### src/rtl/div_unit.sv
// Multi-cycle radix-2 restoring divider for DIV/DIVU: one quotient bit per cycle,
// with a stall request to hold the pipeline while a divide is in flight.
module div_unit #(
  parameter int DATA_W = 32
) (
  input  logic              clk,
  input  logic              rst,
  input  logic              start,
  input  logic              signed_div,
  input  logic [DATA_W-1:0] opdata_a,
  input  logic [DATA_W-1:0] opdata_b,
  input  logic              flush,
  output logic              div_stall,
  output logic              done,
  output logic [DATA_W-1:0] quotient,
  output logic [DATA_W-1:0] remainder
);
  localparam int CW = (DATA_W > 2) ? $clog2(DATA_W) : 1;
  localparam logic [CW-1:0] LAST = CW'(DATA_W - 1);

  typedef enum logic [1:0] {IDLE, ZERO, ON, DONE} state_t;
  state_t state, state_nxt;

  logic [CW-1:0]     cnt;
  logic [DATA_W-1:0] dvd;    // dividend bits shift out, quotient bits shift in
  logic [DATA_W-1:0] dvs;
  logic [DATA_W-1:0] rem;
  logic [DATA_W-1:0] a_raw;
  logic              neg_q, neg_r;

  logic [DATA_W:0]   trial;
  logic              q_bit;
  logic [DATA_W-1:0] rem_nxt, q_nxt;

  function automatic logic [DATA_W-1:0] mag(input logic [DATA_W-1:0] x, input logic s);
    return (s && x[DATA_W-1]) ? -x : x;
  endfunction

  // Partial remainder is always < divisor, so the shifted value fits in DATA_W+1 bits.
  always_comb begin
    trial   = {rem, dvd[DATA_W-1]} - {1'b0, dvs};
    q_bit   = ~trial[DATA_W];
    rem_nxt = q_bit ? trial[DATA_W-1:0] : {rem[DATA_W-2:0], dvd[DATA_W-1]};
    q_nxt   = {dvd[DATA_W-2:0], q_bit};
  end

  always_ff @(posedge clk) begin
    if (rst) state <= IDLE;
    else     state <= state_nxt;
  end

  always_comb begin
    state_nxt = state;
    div_stall = 1'b0;
    done      = 1'b0;
    case (state)
      IDLE: if (start && !flush) begin
        div_stall = 1'b1;
        state_nxt = (opdata_b == '0) ? ZERO : ON;
      end
      ZERO: begin
        div_stall = 1'b1;
        state_nxt = DONE;
      end
      ON: begin
        div_stall = 1'b1;
        if (cnt == LAST) state_nxt = DONE;
      end
      DONE: begin
        done      = 1'b1;
        state_nxt = IDLE;
      end
      default: state_nxt = IDLE;
    endcase
    if (flush) state_nxt = IDLE;
  end

  // Results are written only on the transition into DONE and held otherwise.
  always_ff @(posedge clk) begin
    if (rst) begin
      cnt       <= '0;
      dvd       <= '0;
      dvs       <= '0;
      rem       <= '0;
      a_raw     <= '0;
      neg_q     <= 1'b0;
      neg_r     <= 1'b0;
      quotient  <= '0;
      remainder <= '0;
    end else if (flush) begin
      cnt <= '0;
    end else begin
      case (state)
        IDLE: if (start) begin
          a_raw <= opdata_a;
          neg_q <= signed_div & (opdata_a[DATA_W-1] ^ opdata_b[DATA_W-1]);
          neg_r <= signed_div & opdata_a[DATA_W-1];
          dvd   <= mag(opdata_a, signed_div);
          dvs   <= mag(opdata_b, signed_div);
          rem   <= '0;
          cnt   <= '0;
        end
        ZERO: begin
          quotient  <= '1;
          remainder <= a_raw;
        end
        ON: begin
          cnt <= cnt + 1'b1;
          dvd <= q_nxt;
          rem <= rem_nxt;
          if (cnt == LAST) begin
            quotient  <= neg_q ? -q_nxt : q_nxt;
            remainder <= neg_r ? -rem_nxt : rem_nxt;
          end
        end
        default: ;
      endcase
    end
  end
endmodule

### config.mk
export PLATFORM = sky130hd
export DESIGN_NAME = div_unit
export DESIGN_NICKNAME = d
export VERILOG_FILES = /design/src/rtl/div_unit.sv
export SDC_FILE = /design/constraint.sdc
export NUM_CORES = 1
export LEC_CHECK = 0
export CAP_MARGIN = 20
export CORE_MARGIN = 5
export CORE_UTILIZATION = 55
export DETAILED_ROUTE_END_ITERATION = 10
export MAX_ROUTING_LAYER = met4
export PLACE_DENSITY = 0.85
export SLEW_MARGIN = 40
export SYNTH_ARGS = -nofsm -noshare
export SYNTH_HDL_FRONTEND = slang
export SYNTH_SLANG_ARGS = --single-unit
### constraint.sdc
create_clock -name clk -period 5.5 [get_ports clk]
set_clock_uncertainty 0.15 [all_clocks]
set_input_delay 1.1 -clock clk [delete_from_list [all_inputs] [get_ports clk]]
set_output_delay 1.1 -clock clk [all_outputs]
set_load 0.1 [all_outputs]
==> results.json, run 1 <==
{
  "multiInputGateArea_um2": 8110,
  "maxCapViolations": 0,
  "power_mw": 4.21,
  "cts_tree": "built",
  "period_share_pct": 91.1,
  "crit_path_cell_trace": "inv_1 > ha_1 > fa_1 > nand2b_1 > a21oi_1 > o22ai_1 > o211ai_2 > a31oi_1 > xnor2_2 > inv_2 > nor2_1 > a21oi_1 > ha_1 > nand3_1 > mux2_2 > nor3_2 > nand4_1 > o31ai_1 > xor2_1 > o22ai_1",
  "syn_avg_cell_area_um2": 7.31,
  "layout.nets": 1920,
  "core_area_um2": 22800,
  "port_buffers": 134,
  "switching_share_pct": 31.6,
  "p_leak_nw": 5.85,
  "tns_ns": 0,
  "seq_area_um2": 4030,
  "synth_cell_type_count": 71,
  "vias": 13200,
  "clkPwrFrac_pct": 39.8,
  "grt-ovfl-total": 0,
  "powerDensity_nw_per_um2": 286,
  "die_w_um": 162,
  "wire_per_inst_um": 18.3,
  "antenna_cells": 0,
  "drv_slew": 0,
  "antenna_found_initial": 0,
  "h-tree-depth": 1,
  "r2r_end": "remainder[30]",
  "cts_root_buf": "clkbuf_16",
  "numCtsBuffers": 23,
  "pin_count": 135,
  "hold_class": "reg -> reg",
  "fin_ws_ns": 0.492,
  "drt_drc_violations_left": 0,
  "grt_pass1_wl_um": 62600,
  "grt_setup_unrepaired": "false",
  "endpoint": "remainder[30]",
  "status": "complete, no violations",
  "cp-end-kind": "flop",
  "setup_viol": 0,
  "vias_per_cell": 6.16,
  "die_area_um2": 26300,
  "wl_um": 39200,
  "grt_max_degree": 93,
  "syn_nets": 1857,
  "critPathMaxFanout": 17,
  "ys.flop_type": "dfxtp_1",
  "nFillCells": 1986,
  "track_usage_pct": 29.2,
  "cp-startpoint": "dvd[31]",
  "tightest_slew_ns": 0.824,
  "dp_worst_setup_slack_ns": 0.503,
  "gp_congestion": 0.983,
  "vdd_ir_drop_max_uv": 260,
  "drt_iter0_drc": 1370,
  "slowest_stage": "fa_1",
  "fin_crit_ns": 5.01,
  "cp_slowest_stage_delay_ns": 0.40,
  "clkSinkCount": 201,
  "clk_pin_slew_ns": 0.06,
  "postCtsSetupBuffers": 0,
  "pwr-share-seq_pct": 37.9,
  "path_class": "reg -> reg",
  "r2r_slack_ns": 0.49,
  "p_sw_mw": 1.33,
  "yosysWarnings": 0,
  "dp_hpwl_um": 28500,
  "r2r-start": "dvd[31]",
  "insertion_delay_ns": 0.52,
  "r2r_cells": 20,
  "netlist_area_um2": 12800,
  "max_slew_margin_pct": 45.1,
  "firstDrtPassIters": 6,
  "num_rows": 55,
  "placedCellCount": 2097,
  "start_util_pct": 56.0,
  "fmax_ghz": 0.200,
  "cts_resized": 0,
  "p_comb_share_pct": 22.3,
  "start_kind": "flop",
  "instances_no_fill": 2138,
  "synth_edf_count": 0,
  "cp.arrival_ns": 5.24,
  "cp.required_ns": 5.73,
  "die_y_um": 162,
  "clockBufferDepth": 3,
  "ys_ff_latch": 201,
  "p_int_mw": 2.88,
  "area_delta_synth_final_pct": 15.6,
  "seq_area_frac_synth_pct": 31.5,
  "synth_cells": 1746,
  "cts_hold_buf": 0,
  "drive_gt1_share_pct": 8.44,
  "finalHoldViolCount": 0,
  "grt_pass1_vias": 12100,
  "synthArstFlopShare_pct": 0,
  "final_antenna_net_count": 0
}
## synth_stat cells (5+ instances only)
cell,number,area (µm²)
nand4_1,13,81.3
o21a_1,10,75.1
nand2_1,264,991
inv_1,62,233
dfxtp_1,201,4020
o31a_1,5,43.8
mux2_2,7,78.8
o21ai_1,12,60.1
nor4_1,10,62.6
nand3_1,14,70.1
o22ai_1,9,56.3
o211ai_1,11,82.6
nor3_1,42,210
xnor2_1,74,648
and3_1,21,131
o31ai_1,21,158
and2_1,7,43.8
a21o_1,9,67.6
mux2i_1,13,130
ha_1,41,513
nand3b_1,5,37.5
clkbuf_1,99,372
a211oi_1,37,278
or3_1,25,156
o21ai_0,129,646
or2_2,5,31.3
or4_1,13,97.6
nor2_1,168,631
a31oi_1,22,138
nand2b_1,14,87.6
o41ai_1,9,78.8
buf_1,11,41.3
a221oi_1,7,61.3
xor2_1,66,578
nor2b_1,9,56.3
a21oi_1,197,986
a22oi_1,28,210
## logic make-up after synthesis
group,after synthesis,synth area share [%]
adders and majority gates,42,4.18
and+or+nand+nor,624,22.0
AOI/OAI and AO/OA,542,25.8
muxes,20,1.64
buffers and inverters,177,5.25
xor gates and xnor gates,140,9.61
DFF,201,31.5
## final cells by class
cell class	count	share of cell area, %
Tap cell	313	2.66
Timing Repair Buffer	152	7.82
Inverter	63	1.60
Sequential cell	201	27.3
Clock buffer	29	4.33
Multi-Input combinational cell	1368	55.0
Clock inverter	12	1.28
## layer usage
| layer | global-route usage [%] | share of wire [%] | vias up |
|---|---|---|---|
| met5 | - | 0 | - |
| met4 | 8.57 | 3.1 | 0 |
| met3 | 4.95 | 8.1 | 101 |
| met2 | 45.9 | 45 | 597 |
| met1 | 39.0 | 44 | 6159 |
| li1 | - | - | 6314 |
## through the flow
stage	util, %	area [µm²]	hold WS, ns
detailed placement	61.0	13900	0.296
global placement	62.4	14200	0.290
global route	64.7	14700	0.325
finish	64.7	14700	0.301
floorplan	-	12800	0.282
CTS	64.7	14700	0.304
## sequential cells by signal (all words and copies together) (netlist names)
signal	cells
dvs	32
dvd	32
state	2
quotient	32
rem	32
neg_q	1
remainder	32
cnt	5
neg_r	1
a_raw	32
## power groups by stage
stage	registers, mW	logic (mW)	clock network (mW)
6_report	1.60	0.941	1.68
4_1_cts	1.59	0.930	1.69
5_1_grt	1.60	1.02	1.75
2_1_floorplan	1.75	0.539	0
3_5_place_dp	1.62	0.924	0
3_3_place_gp	1.62	0.931	0
## critical path, delay by kind of cell, from the launching register on
family | cells | cell delay, ns
compound gates | 7 | 1.46
fa+ha+maj | 3 | 0.95
simple gates | 5 | 0.92
flops | 1 | 0.38
xor+xnor | 2 | 0.37
buf+inv | 2 | 0.33
mux | 1 | 0.32
## worst min path at each step
stage / from / endpoint / slack, ns / cells past startpoint
2_1_floorplan: a_raw[10] / a_raw[10] / 0.28 / 2
3_3_place_gp: a_raw[22] / a_raw[22] / 0.29 / 2
3_5_place_dp: a_raw[17] / a_raw[17] / 0.30 / 2
4_1_cts: dvs[15] / dvs[15] / 0.30 / 2
5_1_grt: a_raw[30] / a_raw[30] / 0.33 / 2
6_report: a_raw[22] / a_raw[22] / 0.30 / 2
## cells in the final DEF, fill, tap and decap left out, types with 18 or more instances in the layout
| master | netlist | layout |
|---|---|---|
| nor2_1 | 168 | 165 |
| o21ai_0 | 129 | 129 |
| buf_2 | 4 | 65 |
| clkbuf_16 | 0 | 23 |
| a31oi_1 | 22 | 22 |
| clkdlybuf4s50_1 | 0 | 67 |
| nand2_1 | 264 | 264 |
| or3_1 | 25 | 25 |
| inv_1 | 62 | 62 |
| a22oi_1 | 28 | 28 |
| and3_1 | 21 | 21 |
| a211oi_1 | 37 | 37 |
| o31ai_1 | 21 | 21 |
| xnor2_1 | 74 | 73 |
| ha_1 | 41 | 40 |
| buf_4 | 0 | 18 |
| xor2_1 | 66 | 66 |
| a21oi_1 | 197 | 197 |
| dfxtp_1 | 201 | 199 |
| nor3_1 | 42 | 41 |
(Power assumes the default switching activity.)
==> run 2: changes to the inputs <==
clock period = 5.15 ns   (was 5.5 ns; I/O delays follow)
==> run 2 against run 1 <==
Effect of this change:
- first-iteration DRC count is 17% higher
- clock power shrank 4%
- register-to-register slack lost 0.11 ns
- critical path depth unchanged
- worst setup slack lost 0.11 ns
- largest power group is now sequential cells
- wire length fell by 0.95%
- critical endpoint is now remainder[20]
==> results.json, run 2 (synthesized netlist as in run 1, its figures left out) <==
{
  "status": "complete, no violations",
  "p_int_mw": 2.90,
  "powerDensity_nw_per_um2": 294,
  "num_rows": 55,
  "cts_root_buf": "clkbuf_16",
  "hold_class": "reg -> reg",
  "clkPwrFrac_pct": 37.3,
  "h-tree-depth": 1,
  "r2r_slack_ns": 0.38,
  "pwr-share-seq_pct": 39.4,
  "power_mw": 4.32,
  "p_comb_share_pct": 23.3,
  "cpMostUsedCell": "a21oi_1",
  "wl_um": 38800,
  "seq_area_um2": 4030,
  "start_kind": "flop",
  "max_slew_margin_pct": 43.5,
  "tns_ns": 0,
  "pin_count": 135,
  "finalHoldViolCount": 0,
  "grt-ovfl-total": 0,
  "drt_drc_violations_left": 0,
  "clk_pin_slew_ns": 0.06,
  "insertion_delay_ns": 0.52,
  "postPlaceCellArea_um2": 13900,
  "antenna_found_initial": 0,
  "clkSinkCount": 201,
  "p_leak_nw": 5.82,
  "vdd_ir_drop_max_uv": 220,
  "p_sw_mw": 1.42,
  "cp.arrival_ns": 5.01,
  "grt_max_degree": 89,
  "vias": 13100,
  "gp_congestion": 0.969,
  "fin_area_um2": 14700,
  "vias_per_cell": 6.12,
  "port_buffers": 134,
  "final_common_cell": "nand2_1",
  "wire_per_inst_um": 18.2,
  "antenna_cells": 0,
  "drive_gt1_share_pct": 8.54,
  "dp_worst_setup_slack_ns": 0.149,
  "start_util_pct": 56.0,
  "cp.required_ns": 5.40,
  "numCtsBuffers": 23,
  "nFillCells": 2007,
  "cp_top_family": "compound AO/OA/AOI/OAI gates",
  "track_usage_pct": 29.4,
  "firstDrtPassIters": 6,
  "final_antenna_net_count": 0,
  "setup_viol": 0,
  "layout.nets": 1922,
  "switching_share_pct": 32.8,
  "maxCapViolations": 0,
  "fin_crit_ns": 4.77,
  "grt_setup_unrepaired": "false",
  "fin_ws_ns": 0.383,
  "drv_slew": 0,
  "period_share_pct": 92.6,
  "grt_pass1_wl_um": 62700,
  "die_y_um": 162,
  "cts_tree": "built",
  "drt_iter0_drc": 1603,
  "dp_hpwl_um": 28300,
  "cp_slowest_stage_delay_ns": 0.40,
  "clockBufferDepth": 3,
  "slowest_stage": "fa_1",
  "fmax_ghz": 0.210,
  "crit_buf_inv": 2,
  "tightest_slew_ns": 0.847,
  "grt_pass1_vias": 12300,
  "multiInputGateArea_um2": 8130,
  "path_class": "reg -> reg",
  "die_area_um2": 26300,
  "cp-end-kind": "flop",
  "core_area_um2": 22800,
  "die_w_um": 162,
  "critPathMaxFanout": 10,
  "final_cell_mix": "nand2_1 (264), dfxtp_1 (199), a21oi_1 (196)",
  "cts_hold_buf": 0,
  "area_delta_synth_final_pct": 15.2,
  "crit_path_cell_trace": "inv_1 > ha_1 > fa_1 > nand2b_1 > a21oi_1 > o22ai_1 > o211ai_2 > a31oi_1 > xnor2_2 > inv_2 > nor2_1 > a21oi_1 > ha_2 > nand3_1 > mux2_2 > nor3_2 > nand2_1 > o21ai_0 > xor2_1 > a2111oi_2"
}
## run 2: cell count changes in the layout (fill, tap and decap cells not counted), moves of 2 or more
| cell | delta |
|---|---|
| a2111oi_0 | -2 |
| a2111oi_2 | +2 |
| bufinv_16 | -4 |
| clkbuf_1 | +3 |
| clkinvlp_4 | +2 |
| clkinv_2 | -2 |
## run 2: what timing repair did
| action | 4_1_cts | 5_1_grt |
|---|---|---|
| setup buffers | 0 | 0 |
| resized for setup | 0 | 7 |
| endpoints found under the setup margin | 0 | 7 |
## run 2: final timing paths
kind | cells after the start | end | start
worst min-delay path | 2 | a_raw[23] | a_raw[23]
worst max-delay path | 20 | remainder[20] | dvd[31]
worst max register to register | 20 | remainder[20] | dvd[31]
worst min register to register | 2 | a_raw[23] | a_raw[23]
## run 2: worst reg2reg max path, stage by stage, from the launching register on
cell and delay [ns]:
dfxtp_1 0.38, inv_1 0.08, ha_1 0.23, fa_1 0.40, nand2b_1 0.20, a21oi_1 0.18
o22ai_1 0.21, o211ai_2 0.26, a31oi_1 0.17, xnor2_2 0.18, inv_2 0.16, nor2_1 0.06
a21oi_1 0.19, ha_2 0.27, nand3_1 0.07, mux2_2 0.32, nor3_2 0.29, nand2_1 0.14
o21ai_0 0.23, xor2_1 0.11, a2111oi_2 0.38
## run 2: routing by layer
metal  track usage, %  part of all wire [%]
met3             4.64                    10
met2             45.5                    45
met4             9.73                   3.3
met1             39.4                    42
met5                -                     0
## run 2: layout make-up
class	instances	share of cell area, %
Multi-Input combinational cell	1368	55.3
Sequential cell	201	27.4
Timing Repair Buffer	154	8.03
Clock buffer	33	4.51
Tap cell	313	2.66
Inverter	63	1.61
Clock inverter	8	0.502
## run 2: through the flow
step                      utilization (%)  instances  hold slack [ns]
final                                64.5       2140            0.302
after global routing                 64.5       2140            0.322
after CTS                            64.4       2140            0.304
after detailed placement             61.2       2099            0.296
after global placement               62.5       2098            0.290
after floorplan                         -       1746            0.282
## run 2: power groups by stage
stage	clock (mW)	sequential (mW)	combinational, mW
2_1_floorplan	0	1.87	0.576
3_3_place_gp	0	1.73	0.990
3_5_place_dp	0	1.73	0.987
4_1_cts	1.62	1.70	0.992
5_1_grt	1.70	1.71	1.09
6_report	1.61	1.70	1.01
